**config.mk**
```make
export PLATFORM = sky130hd
export DESIGN_NAME = pipe_dma_master
export DESIGN_NICKNAME = d
export VERILOG_FILES = /design/src/rtl/pipe_dma_pkg.sv /design/src/rtl/pipe_dma_master.sv
export SDC_FILE = /design/constraint.sdc
export NUM_CORES = 1
export LEC_CHECK = 0
export CORE_AREA = 2 2 166 168
export DETAILED_ROUTE_END_ITERATION = 7
export DIE_AREA = 0 0 168 170
export PLACE_DENSITY = 0.53
export SYNTH_ARGS = -nofsm -noshare
export SYNTH_HDL_FRONTEND = slang
export SYNTH_SLANG_ARGS = --single-unit
```
**constraint.sdc**
```tcl
create_clock -name clock -period 2.8 [get_ports clock]
set_clock_uncertainty 0.15 [all_clocks]
set_input_delay 0.28 -clock clock [delete_from_list [all_inputs] [get_ports clock]]
set_output_delay 0.28 -clock clock [all_outputs]
set_load 0.005 [all_outputs]
```
**src/rtl/pipe_dma_pkg.sv**
```systemverilog
// Shared definitions for the pipelined-bus DMA master.
// FSM state encodings, word size, default IO window base and the alignment helper.
// No logic of its own; imported by pipe_dma_master.
package pipe_dma_pkg;

  // FSM state encodings
  localparam logic [1:0] ST_IDLE  = 2'd0;
  localparam logic [1:0] ST_READ  = 2'd1;
  localparam logic [1:0] ST_WRITE = 2'd2;
  localparam logic [1:0] ST_DONE  = 2'd3;

  // Byte stride between consecutive 32-bit words
  localparam logic [31:0] WORD_BYTES = 32'd4;

  // Start of the memory-mapped hex/led window
  localparam logic [31:0] IO_BASE_DEFAULT = 32'hffffff00;

  // A byte address is usable for a word access only when its low two bits are zero
  function automatic logic is_word_aligned(input logic [31:0] addr);
    return (addr[1:0] == 2'b00);
  endfunction

endpackage

```
**src/rtl/pipe_dma_master.sv**
```systemverilog
// pipe_dma_master: copies len 32-bit words src->dst over the data-memory bus (read cycle, write cycle per word).
// Latency: 2*len+1 cycles from accepted start to the done pulse; 1 cycle for len==0 or misaligned addresses.
// No backpressure: bus is assumed granted while busy; start outside IDLE is ignored.
// Optional macro DMA_FIXED_DST_EN adds input dst_fixed that holds the destination address constant.
module pipe_dma_master
  import pipe_dma_pkg::*;
#(
  parameter int          LEN_W   = 8,
  parameter logic [31:0] IO_BASE = IO_BASE_DEFAULT
) (
  input  logic             clock,
  input  logic             reset,
  input  logic             start,
  input  logic [31:0]      src_addr,
  input  logic [31:0]      dst_addr,
  input  logic [LEN_W-1:0] len,
`ifdef DMA_FIXED_DST_EN
  input  logic             dst_fixed,
`endif
  output logic             busy,
  output logic             done,
  output logic             error,
  output logic             io_hit,
  output logic [LEN_W-1:0] remaining,
  output logic [31:0]      bus_addr,
  output logic [31:0]      bus_wdata,
  output logic             bus_we,
  input  logic [31:0]      bus_rdata
);

  logic [1:0]  state;
  logic [31:0] src_q;
  logic [31:0] dst_q;
  logic [31:0] data_q;
  logic        fixed_q;

`ifdef DMA_FIXED_DST_EN
  logic fixed_in;
  assign fixed_in = dst_fixed;
`else
  logic fixed_in;
  assign fixed_in = 1'b0;
`endif

  // Sequencer: accept a request in IDLE, then alternate read/write until the count runs out
  always_ff @(posedge clock) begin
    if (reset) begin
      state     <= ST_IDLE;
      src_q     <= '0;
      dst_q     <= '0;
      data_q    <= '0;
      fixed_q   <= 1'b0;
      remaining <= '0;
      error     <= 1'b0;
      io_hit    <= 1'b0;
    end else begin
      case (state)
        ST_IDLE: begin
          if (start) begin
            src_q   <= src_addr;
            dst_q   <= dst_addr;
            fixed_q <= fixed_in;
            error   <= 1'b0;
            io_hit  <= 1'b0;
            if (!is_word_aligned(src_addr) || !is_word_aligned(dst_addr)) begin
              // Misaligned request is rejected without touching the bus
              error     <= 1'b1;
              remaining <= '0;
              state     <= ST_DONE;
            end else if (len == '0) begin
              remaining <= '0;
              state     <= ST_DONE;
            end else begin
              remaining <= len;
              state     <= ST_READ;
            end
          end
        end
        ST_READ: begin
          data_q <= bus_rdata;
          state  <= ST_WRITE;
        end
        ST_WRITE: begin
          // Address arithmetic wraps modulo 2^32 with no special handling
          src_q <= src_q + WORD_BYTES;
          if (!fixed_q) begin
            dst_q <= dst_q + WORD_BYTES;
          end
          remaining <= remaining - LEN_W'(1);
          if (dst_q[31:8] == IO_BASE[31:8]) begin
            io_hit <= 1'b1;
          end
          state <= (remaining == LEN_W'(1)) ? ST_DONE : ST_READ;
        end
        ST_DONE: begin
          state <= ST_IDLE;
        end
        default: begin
          state <= ST_IDLE;
        end
      endcase
    end
  end

  // Bus drive and status decode; a write in flight is squashed the moment reset rises
  always_comb begin
    busy      = 1'b0;
    done      = 1'b0;
    bus_addr  = '0;
    bus_wdata = '0;
    bus_we    = 1'b0;
    case (state)
      ST_READ: begin
        busy     = 1'b1;
        bus_addr = src_q;
      end
      ST_WRITE: begin
        busy      = 1'b1;
        bus_addr  = dst_q;
        bus_wdata = data_q;
        bus_we    = !reset;
      end
      ST_DONE: begin
        done = 1'b1;
      end
      default: begin
        busy = 1'b0;
      end
    endcase
  end

endmodule

```
Yosys cells after proc, flatten, opt, wreduce, memory -nomap -nowiden
Cells that the tools add are included.

Register bits after elaboration: 108. Latch bits: 0. Memory bits (writable): 0. Bits in read-only memories: 0. Input port bits: 107. Output and inout bits: 77. Logic and storage cells: 52. Memories: 0.

Add/subtract/negate cells: 3. Multiply operators: 0. Divide/modulo/power cells: 0. $lt $le $gt $ge: 0. Eq/ne operators: 7. Shift operators: 0. Multiplexer cells: 22. Bitwise operators: 0. Reductions and logical operators: 13.

Operators by type and width (number): case mux 32 bit (2 select lines) (3); two-way mux 32 bit (3); adder 32 x 3 -> 32 bit (second input constant) (2); equality test 24 bit (second input constant) (1); two-way mux 8 bit (3); case mux 8 bit (2 select lines) (1); equality test 8 x 1 -> 1 bit (second input constant) (1); zero test 8 bit (1); two-way mux 2 bit (4); case mux 2 bit (4 select lines) (1); subtractor 8 x 1 -> 8 bit (second input constant) (1); zero test 2 bit (3); two-way mux 1 bit (6); equality test 2 bit (second input constant) (2); inequality test 2 bit (second input constant) (2); AND reduction 2 bit (2); zero test 1 bit (3); AND reduction 3 bit (1); equality test 2 x 1 -> 1 bit (second input constant) (1); case mux 1 bit (2 select lines) (1); nonzero test 2 bit (1); OR reduction 2 bit (1); logical OR 1 bit (1).

Longest topological paths before layout
Gate-level depths: netlist of the first run.

Depth after elaboration: 6. Gate-level depth with buffers: 10. Gate-level depth less buffers: 7.

Worst setup path before layout of the first run
Ideal clock, no wire load.

Path kind: reg2reg. From: register state[0]. To: register dst_q[29]. Library setup time: 0.075 ns. Data arrival time: 2.104 ns. Data required time: 2.575 ns. Slack: 0.471 ns. Cell stages (with the launch flop): 9. Path buffers: 1. Clock period less this slack: 2.329 ns. Cells stage by stage: dfxtp_1 inv_1 ha_1 buf_2 mux2_2 nand3_2 or4_4 or3_1 a31oi_1.

Cells in the longest elaborated chain, start to end: 3. Elaborated cells between the ends (all ways): 6. Classes of those cells: eq/ne (2); mux (1); reduce/logical (3).

RTL lines: start, declared (line pipe_dma_master.sv:31) `logic [1:0] state;`; start signal, assigned (line pipe_dma_master.sv:93) `state <= (remaining == LEN_W'(1)) ? ST_DONE : ST_READ;`; equality test 2 bit or zero test 2 bit (tied branches) (line pipe_dma_master.sv:57) `case (state)`; nonzero test 2 bit (no line) or inequality test 2 bit (tied branches); AND reduction 2 bit (no line); end signal, assigned (line pipe_dma_master.sv:61) `dst_q <= dst_addr;`; end signal, assigned (line pipe_dma_master.sv:87) `dst_q <= dst_q + WORD_BYTES;`; end, declared (line pipe_dma_master.sv:33) `logic [31:0] dst_q;`.

Parallel ways exist; a longest one is shown, timed or not. A chain may end at the register's enable or synchronous reset.

Worst setup path after layout of the first run
From: register state[1]. To: output port bus_addr[3].

Cells in the longest elaborated chain, start to end: 2. Elaborated cells between the ends (all ways): 3. Classes of those cells: eq/ne (2); mux (1).

RTL lines: equality test 2 bit or equality test 2 x 1 -> 1 bit (tied branches) (line pipe_dma_master.sv:112) `case (state)`; case mux 32 bit (2 select lines) * (line pipe_dma_master.sv:112); end, declared (line pipe_dma_master.sv:25) `output logic [31:0] bus_addr,`.

Every way passes the cells marked *; elsewhere a longest branch is shown, timed or not.

==> impl_metrics.ini, run 1 <==
[clock_network]
cts_buffers = 9
clockRootBuffer = clkbuf_16
clk_pin_slew_worst_paths_ns = 0.08
clockBufferDepth = 2
cts_sinks = 108
cts_tree = done
clk_latency_ns = 0.36
htreeDepth = 3

[sta]
fmax_ghz = 0.369
rsz0062_at_grt = true
period_share = 0.967
hold_ws_ns = 0.194
hold_violations = 0
setup_tns_ns = 0
maxSlewHeadroom = 0.636
setup_ws_ns = 0.0933
final_max_slew_viol_count = 0
setup_viol = 0
fin_crit_ns = 2.71
worst_slew_pin_slew_ns = 0.545

[placed_design]
dp_hpwl_mm = 17.8
numPortBuffers = 183
gp_congestion = 0.816
post-place-ws_ns = 0.265

[global_routing]
grtUsageTotal = 0.173
grt_max_degree = 110
grt_pass1_vias = 6674
gr-total-overflow = 0
antenna_found_initial = 1
grt_pass1_wl_mm = 39.1

[power_and_ir_drop]
leakage_nw = 3.15
ir_drop_uv = 482
powerDensity_nw_per_um2 = 733

[critical_path]
r2r_slack_ns = 0.19
worstPathArrival_ns = 2.28
start_kind = flip-flop
crit_type = flip-flop to primary output
regToRegEndpoint = dst_q[27]
rr_startpoint = state[0]
worst-path-max-fanout = 10
required_ns = 2.37
reg2reg_depth = 7
end_kind = primary output

[final_layout]
fin_nets = 1114
num-fill-cells = 2802
drive_gt1_frac = 0.0698
area_delta_synth_final_pct = 40.0
seq_area_um2 = 2160
fin_util = 0.345
multiInputGateArea_um2 = 4050
num_antenna_cells = 0

[hold_path]
hold_end = src_q[23]
worstHoldStart = reset
hold_class = input pin to flip-flop
hold-path-cell-count = 3

[yosys]
synthArstFlopShare = 0
synth_cell_type_count = 64
synth-main-ff-cell = dfxtp_1
synth_edf_count = 0
yosys.area.top_type = dfxtp_1
synth_top_area_frac = 0.329
ys_seq_area_frac = 0.329
syn_nets = 960
yosys_warnings = 0
ys_top_cells_by_area = dfxtp_1 (33%), mux2i_1 (7.2%), a21oi_1 (4.6%)
syn_area_per_cell_um2 = 7.79
synth.cell_area_um2 = 6580
synth_cells = 844
ys_ff_latch = 108

[drt]
wl_mm = 25.6
drtAntennaViolNets = 0
drt_iter0_markers = 512
dr.pass1.iters = 5
wire_per_inst_um = 19.0
via_per_inst = 5.18
vias = 6957
drc = 0

[floorplanning]
chipHeight_um = 170
die_w_um = 168
die_area_um2 = 28600
placeableCoreArea_um2 = 26700
placementRows = 60
io_pins = 184
start_util = 0.247

[outcome]
outcome = finished, final reports clean

[run]
cap_violations = 0
[placed cells by master (no fill, tap or decap), types with 6 or more instances in the layout]
master           instances
nand2_1                 67
o21a_1                   6
a221oi_1                 7
nor4_1                  13
or3_1                    6
nand4_1                 16
nor2_1                  70
inv_1                   30
and3_1                  18
nor3_1                  14
ha_1                     6
a31oi_1                 12
nand3_1                 22
clkbuf_16               10
a22oi_1                 39
dfxtp_1                108
o22ai_1                 12
mux2i_1                 46
o32ai_1                 13
a21oi_1                 60
a211oi_1                13
o2bb2ai_1                6
and2_1                  35
a311oi_1                19
buf_4                   26
o21ai_0                 37
clkdlybuf4s50_1        181
nor2b_1                 35
[cells in the mapped netlist (4+ instances only)]
cell       instances
o22ai_1           12
dfxtp_1          108
nand2_1           67
o21a_1             6
a311oi_1          19
o32ai_1           13
nor4_1            13
clkbuf_1          62
and3_1            18
and2_1            35
ha_1               9
o21ai_0           37
o2bb2ai_1          6
nor3_1            14
and4_1             5
a22oi_1           39
or3_1              6
nand3_1           22
a211oi_1          13
a31oi_1           12
inv_1             30
nand2b_1           4
nor3b_1            5
a21oi_1           60
nor2b_1           35
nand4_1           16
mux2i_1           47
nor2_1            70
mux2_2             5
a221oi_1           7
[cell families after synthesis]
logic type	synth area share
flip-flops	0.329
adder cells (fa/ha/maj)	0.0171
AND/OR/NAND/NOR	0.262
multiplexers	0.0801
XOR/XNOR	0.00266
buffers and inverters	0.0622
AO/OA/AOI/OAI	0.247
[how the worst max path moves through the flow]
stage,startpoint,to,slack [ns],cells past startpoint
after global routing,state[1],bus_addr[5],-0.01,5
after CTS,state[0],bus_addr[4],0.005,6
final,state[1],bus_addr[3],0.09,5
after floorplan,state[0],dst_q[29],0.47,8
after detailed placement,state[0],dst_q[29],0.27,7
after global placement,state[0],dst_q[29],0.29,7
[state kept, by name (all words and copies together) (netlist names)]
register	cells
data_q	32
dst_q	32
src_q	32
remaining	8
state	2
error	1
io_hit	1
[report_power, final]
group	switching, mW	internal (mW)
combinational	1.64	1.43
sequential	0.479	1.88
clock	0.684	0.621
[routing by layer]
layer / part of all wire / up-vias / GRT usage
li1: - / 3415 / -
met1: 0.45 / 3250 / 0.225
met2: 0.45 / 275 / 0.281
met3: 0.092 / 15 / 0.0600
met4: 0.0060 / 2 / 0.0310
met5: 0.00043 / - / 0
[worst max-delay path, stage by stage, from the launching register on]
cell	delay (ns)
dfxtp_1	0.42
inv_1	0.13
ha_2	0.45
buf_4	0.20
nor2b_1	0.17
clkdlybuf4s50_1	0.55
[cell type report]
type,instances,share of cell area
Multi-Input combinational cell,634,0.440
Timing Repair Buffer,215,0.236
Sequential cell,108,0.235
Tap cell,341,0.0463
Clock buffer,9,0.0245
Inverter,30,0.0122
Clock inverter,7,0.00639
[metrics by stage]
step           cells  power [mW]  cell area [µm²]
2_1_floorplan    844        4.10             6580
3_3_place_gp    1323        5.34             8830
3_5_place_dp    1323        5.35             8830
4_1_cts         1339        6.70             9120
5_1_grt         1344        7.21             9210
6_report        1344        6.74             9210
[what timing repair did]
item	4_1_cts	5_1_grt
buffers inserted	0	4
hold buffers	0	0
endpoints found under the setup margin	3	29
cloned	0	1
gates resized for setup	3	8
Note: power is estimated with default switching activity, not from simulation.
==> inputs of run 2 (changes only) <==
--- a/config.mk
+++ b/config.mk
@@ -9,6 +9,7 @@
 export DETAILED_ROUTE_END_ITERATION = 7
 export DIE_AREA = 0 0 168 170
 export PLACE_DENSITY = 0.53
+export SLEW_MARGIN = 0
 export SYNTH_ARGS = -nofsm -noshare
 export SYNTH_HDL_FRONTEND = slang
 export SYNTH_SLANG_ARGS = --single-unit
==> results of run 2 <==
Final layout, timing and power as in run 1 (identical DEF).
==> variant 1: new RTL, settings of run 2 <==
Build with the macro `DMA_FIXED_DST_EN` defined.
--- a/src/rtl/pipe_dma_master.sv
+++ b/src/rtl/pipe_dma_master.sv
@@ -4,2 +4,4 @@
 // Optional macro DMA_FIXED_DST_EN adds input dst_fixed that holds the destination address constant.
+`define DMA_FIXED_DST_EN
+
 module pipe_dma_master
Ports: changed (added dst_fixed); port bits go from 184 to 185. The function was not compared with the original's and may differ.
==> variant 1 against run 2 <==
- hold slack better by 0.092 ns
- design area is 1.6% higher
- area after synthesis is 2.3% higher
- routed wire length is 2.6% lower
- utilization is 0.54 points higher
- combinational power is 11% higher
- worst setup slack better by 0.065 ns
- sequential cell count is 1 higher
- via count is 1.6% higher
- global-route usage is 0.36 points lower
- synthesized cell count is 0.95% lower
- power is 6.8% higher
- critical path type unchanged
- critical endpoint is now bus_addr[7]
==> variant 1: results (changes against run 2) <==
syn_area_per_cell 8.05 um^2 (was 7.79 um^2); Buffers on Ports 184 (was 183); GRT Util Overall 0.170 (was 0.173); origin of the worst min-delay path reset (unchanged); final estimated routing congestion in global placement 0.829 (was 0.816); top fanout value on the critical path 35 (was 10); Min-Delay Path Depth 4 (was 3); Vias/cell 5.26 (was 5.18); synth top area cells sky130_fd_sc_hd__dfxtp_1 (32%), sky130_fd_sc_hd__mux2i_1 (7.1%), sky130_fd_sc_hd__a22oi_1 (4.9%), sky130_fd_sc_hd__nor2_1 (4.2%), sky130_fd_sc_hd__and2_1 (3.6%) (was sky130_fd_sc_hd__dfxtp_1 (33%), sky130_fd_sc_hd__mux2i_1 (7.2%), sky130_fd_sc_hd__a21oi_1 (4.6%), sky130_fd_sc_hd__a22oi_1 (4.5%), sky130_fd_sc_hd__nor2_1 (4.0%)); buffer count from post-CTS setup fixing 3 (was 0); First DRT Iteration DRCs 523 (was 512); routed wire length per instance 18.5 um (was 19.0 um); final net count 1115 (was 1114); buffer cell driving the clock tree root sky130_fd_sc_hd__clkbuf_16 (unchanged); run status finished clean (unchanged); net count after synthesis 953 (was 960); instance area at placement 8960 um^2 (was 8830 um^2); footprint of the multi-input gates 4150 um^2 (was 4050 um^2); Synth warnings 0 (unchanged); Crit Reg-Reg Endpoint dst_q[19] (was dst_q[27]); via count of the first global-routing pass 6658 (was 6674); met2 routing resource usage after global routing 0.261 (was 0.281); met1 routing resource usage after global routing 0.233 (was 0.225); post-synth cell types 72 (was 64); placed wire-length estimate 17800 um (about the same); sequential cell area fraction in the yosys report 0.324 (was 0.329); end point of the worst hold path dst_q[15] (was src_q[23]); grt met3 use 0.0451 (was 0.0600); Max stage delay cell, worst path sky130_fd_sc_hd__clkdlybuf4s50_1 (unchanged); Post-synth top cells sky130_fd_sc_hd__dfxtp_1 (109), sky130_fd_sc_hd__nor2_1 (76), sky130_fd_sc_hd__mux2i_1 (48) (was sky130_fd_sc_hd__dfxtp_1 (108), sky130_fd_sc_hd__nor2_1 (70), sky130_fd_sc_hd__nand2_1 (67)); global-route wire length before repair 38400 um (was 39100 um); pin count of the biggest net entering global routing 68 (was 110); routed wire length 24900 um (was 25600 um); VDD IR max 0.000394 V (was 0.000482 V); Filler Cells Inserted 2766 (was 2802); initial antenna violation count 3 (was 1); share of post-route cells with drive strength above 1 0.0897 (was 0.0698); worst relative slew slack 0.465 (was 0.636); delay-heaviest family, CP buffers and inverters (unchanged); number of instances in the placed design 1319 (was 1323); Pleak 3.26 nW (was 3.15 nW); logic depth of the worst register-to-register path 9 (was 7)
==> variant 1: worst max path at each step <==
stage                     startpoint            to  slack (ns)
after floorplan             state[0]  remaining[2]        0.82
after CTS                   state[0]   bus_addr[5]        0.03
after global routing        state[0]     dst_q[17]        0.03
after global placement      state[0]     dst_q[19]        0.28
after detailed placement    state[0]     dst_q[19]        0.23
final                       state[0]   bus_addr[7]        0.16
==> variant 1: logic make-up after synthesis <==
kind of cell / after synthesis / share of synthesized area
muxes: 49 / 0.0731
adders and majority gates: 9 / 0.0167
and+or+nand+nor: 324 / 0.268
DFF: 109 / 0.324
xor gates and xnor gates: 1 / 0.00130
buffers and inverters: 100 / 0.0645
AOI/OAI and AO/OA: 244 / 0.252
==> variant 1: report_power, final <==
group          switching, mW  leakage [nW]  total (mW)  internal (mW)
Combinational           1.82          2.22        3.41           1.59
Sequential             0.530         0.895        2.47           1.94
Clock                  0.694         0.144        1.32          0.629
Total                   3.05          3.26        7.21           4.16
==> variant 1: stage by stage <==
step | worst slack [ns] | hold slack (ns)
floorplan | 0.820 | 0.266
finish | 0.158 | 0.286
CTS | 0.0347 | 0.286
global placement | 0.277 | 0.295
global route | 0.0307 | 0.299
detailed placement | 0.233 | 0.297
==> variant 1: final cells by class <==
class	instances	share of cell area
flip-flops and latches	109	0.234
clock buffers	9	0.0241
repair buffers	229	0.236
well taps	341	0.0456
multi-input cells	627	0.444
clock inverters	7	0.00709
diodes	1	0.000268
inverters	22	0.00883
==> variant 1: routing by layer <==
metal	part of all wire	routed length, um	vias to the layer above
met5	0.00044	11	-
li1	-	-	3444
met1	0.46	11400	3336
met2	0.45	11200	260
met4	0.013	330	2
met3	0.078	1950	26
==> variant 2: new RTL, flow settings as in run 2 <==
Without the edit above. Reset style: asynchronous (`reset`), changed in one clocked block.
--- a/src/rtl/pipe_dma_master.sv
+++ b/src/rtl/pipe_dma_master.sv
@@ -45,3 +45,3 @@
   // Sequencer: accept a request in IDLE, then alternate read/write until the count runs out
-  always_ff @(posedge clock) begin
+  always_ff @(posedge clock or posedge reset) begin
     if (reset) begin
Formal check against the unedited RTL: differs if reset is asserted again (counterexample within 4 cycles, from zero or initial values and one cycle with reset high); with reset held inactive, the same outputs for 10 cycles.
==> variant 2 against run 2 <==
- fmax fell by 0.27%
- sequential share of layout area rose by 5.5 points
- design area rose by 1.2%
- routed wire length fell by 4.3%
- sequential cell count did not move
- non-clock buffer count rose by 7
- critical endpoint is now bus_addr[15]
- area after synthesis fell by 0.74%
- worst setup slack got worse by 0.0074 ns
- die area did not move
- register-to-register slack improved by 0.25 ns
Power is not compared: it rests on default switching activity, and its combinational part moved more than twofold at a synthesized area within 25%.
==> variant 2: results (changes against run 2) <==
ys async rst share 1.00 (was 0); GRT Util Overall 0.171 (was 0.173); final estimated routing congestion in global placement 0.831 (was 0.816); met2 routing resource usage after global routing 0.271 (was 0.281); Placement Setup Slack 0.364 ns (was 0.265 ns); Compound-Gate Fraction of Synth Area 0.226 (was 0.247); final net count 1041 (was 1114); clock input transition at the sequential cells of the worst setup and hold paths 0.08 ns (about the same); met1 routing resource usage after global routing 0.219 (was 0.225); placed wire-length estimate 18100 um (was 17800 um); net count after synthesis 863 (was 960); Max clock buf depth 2 (unchanged); synth top area cells sky130_fd_sc_hd__dfrtp_1 (41%), sky130_fd_sc_hd__mux2_2 (5.7%), sky130_fd_sc_hd__a21oi_1 (5.7%), sky130_fd_sc_hd__nand2_1 (4.9%), sky130_fd_sc_hd__and2_1 (3.4%) (was sky130_fd_sc_hd__dfxtp_1 (33%), sky130_fd_sc_hd__mux2i_1 (7.2%), sky130_fd_sc_hd__a21oi_1 (4.6%), sky130_fd_sc_hd__a22oi_1 (4.5%), sky130_fd_sc_hd__nor2_1 (4.0%)); sequential cell area fraction in the yosys report 0.414 (was 0.329); Crit Reg-Reg Endpoint src_q[30] (was dst_q[27]); share of post-route cells with drive strength above 1 0.118 (was 0.0698); multiplexer share of the synthesized area 0.0692 (was 0.0801); Vias/cell 5.15 (was 5.18); First DRT Iteration DRCs 491 (was 512); xor/xnor share of the synthesized area 0 (was 0.00266); time the worst path needs with I/O delays and setup 2.71 ns (about the same); share of synthesized cell area in full adder, half adder and majority cells 0.0172 (was 0.0171); grt met3 use 0.0626 (was 0.0600); routed wire length 24500 um (was 25600 um); count of inserted antenna diode cells 0 (unchanged); Post-synth top cells sky130_fd_sc_hd__dfrtp_1 (108), sky130_fd_sc_hd__nand2_1 (86), sky130_fd_sc_hd__a21oi_1 (74) (was sky130_fd_sc_hd__dfxtp_1 (108), sky130_fd_sc_hd__nor2_1 (70), sky130_fd_sc_hd__nand2_1 (67)); global-route wire length before repair 38000 um (was 39100 um); Min-Delay Path Class primary input to asynchronous set/reset pin (was primary input to flip-flop); end of the critical path bus_addr[15] (was bus_addr[3]); R2R setup slack 0.44 ns (was 0.19 ns); pin count of the biggest net entering global routing 66 (was 110); run status finished clean (unchanged); instance area at placement 8960 um^2 (was 8830 um^2); Worst setup startpoint state[1] (unchanged); via count of the first global-routing pass 6559 (was 6674); top fanout value on the critical path 30 (was 10)
variant 2: kinds of logic (layout without fill, tap and decap cells):
group           Yosys count  count (layout)
compound gates          234             234
mux                      41              41
buf+inv                  66             249
flops                   108             108
fa+ha+maj                 9               9
simple gates            289             289
variant 2: cell type report:
cell class / instances / area, um^2
clock buffer: 9 / 225
clock inverter: 7 / 75.1
fill: 2758 / 17300
inverter: 11 / 45.0
multi-input combinational: 573 / 3600
sequential: 108 / 2700
tap: 341 / 427
timing repair buffer: 222 / 2240
variant 2: how the worst min path moves through the flow:
stage | startpoint | to | slack (ns) | cells past startpoint
finish | reset | error | 0.22 | 3
global route | reset | error | 0.26 | 3
CTS | reset | error | 0.24 | 3
detailed placement | src_q[0] | src_q[0] | 0.33 | 2
global placement | src_q[0] | src_q[0] | 0.32 | 2
floorplan | src_addr[22] | src_q[22] | 0.25 | 2
variant 2: per-layer routing:
layer | vias up | part of all wire
met5 | - | 0.00049
met4 | 2 | 0.017
met3 | 25 | 0.091
met2 | 274 | 0.45
met1 | 3123 | 0.44
li1 | 3126 | -
variant 2: worst min-delay path, stage by stage:
cell                              delay [ns]
sky130_fd_sc_hd__clkdlybuf4s50_1        0.45
sky130_fd_sc_hd__clkinvlp_4             0.13
sky130_fd_sc_hd__buf_12                 0.25
variant 2: through the flow:
step | total power, mW | instances | util | hold slack, ns
after floorplan | 6.66 | 747 | - | 0.247
after global placement | 9.58 | 1252 | 0.336 | 0.322
after detailed placement | 9.59 | 1252 | 0.336 | 0.326
after CTS | 11.0 | 1268 | 0.348 | 0.237
after global routing | 11.9 | 1271 | 0.350 | 0.262
final | 11.0 | 1271 | 0.350 | 0.219
variant 2: repair_timing:
action,in CTS,in global routing
resized for setup,0,11
hold buffers,0,0
setup buffers,0,3
setup endpoints to repair,0,24
endpoints found under the hold margin,0,0
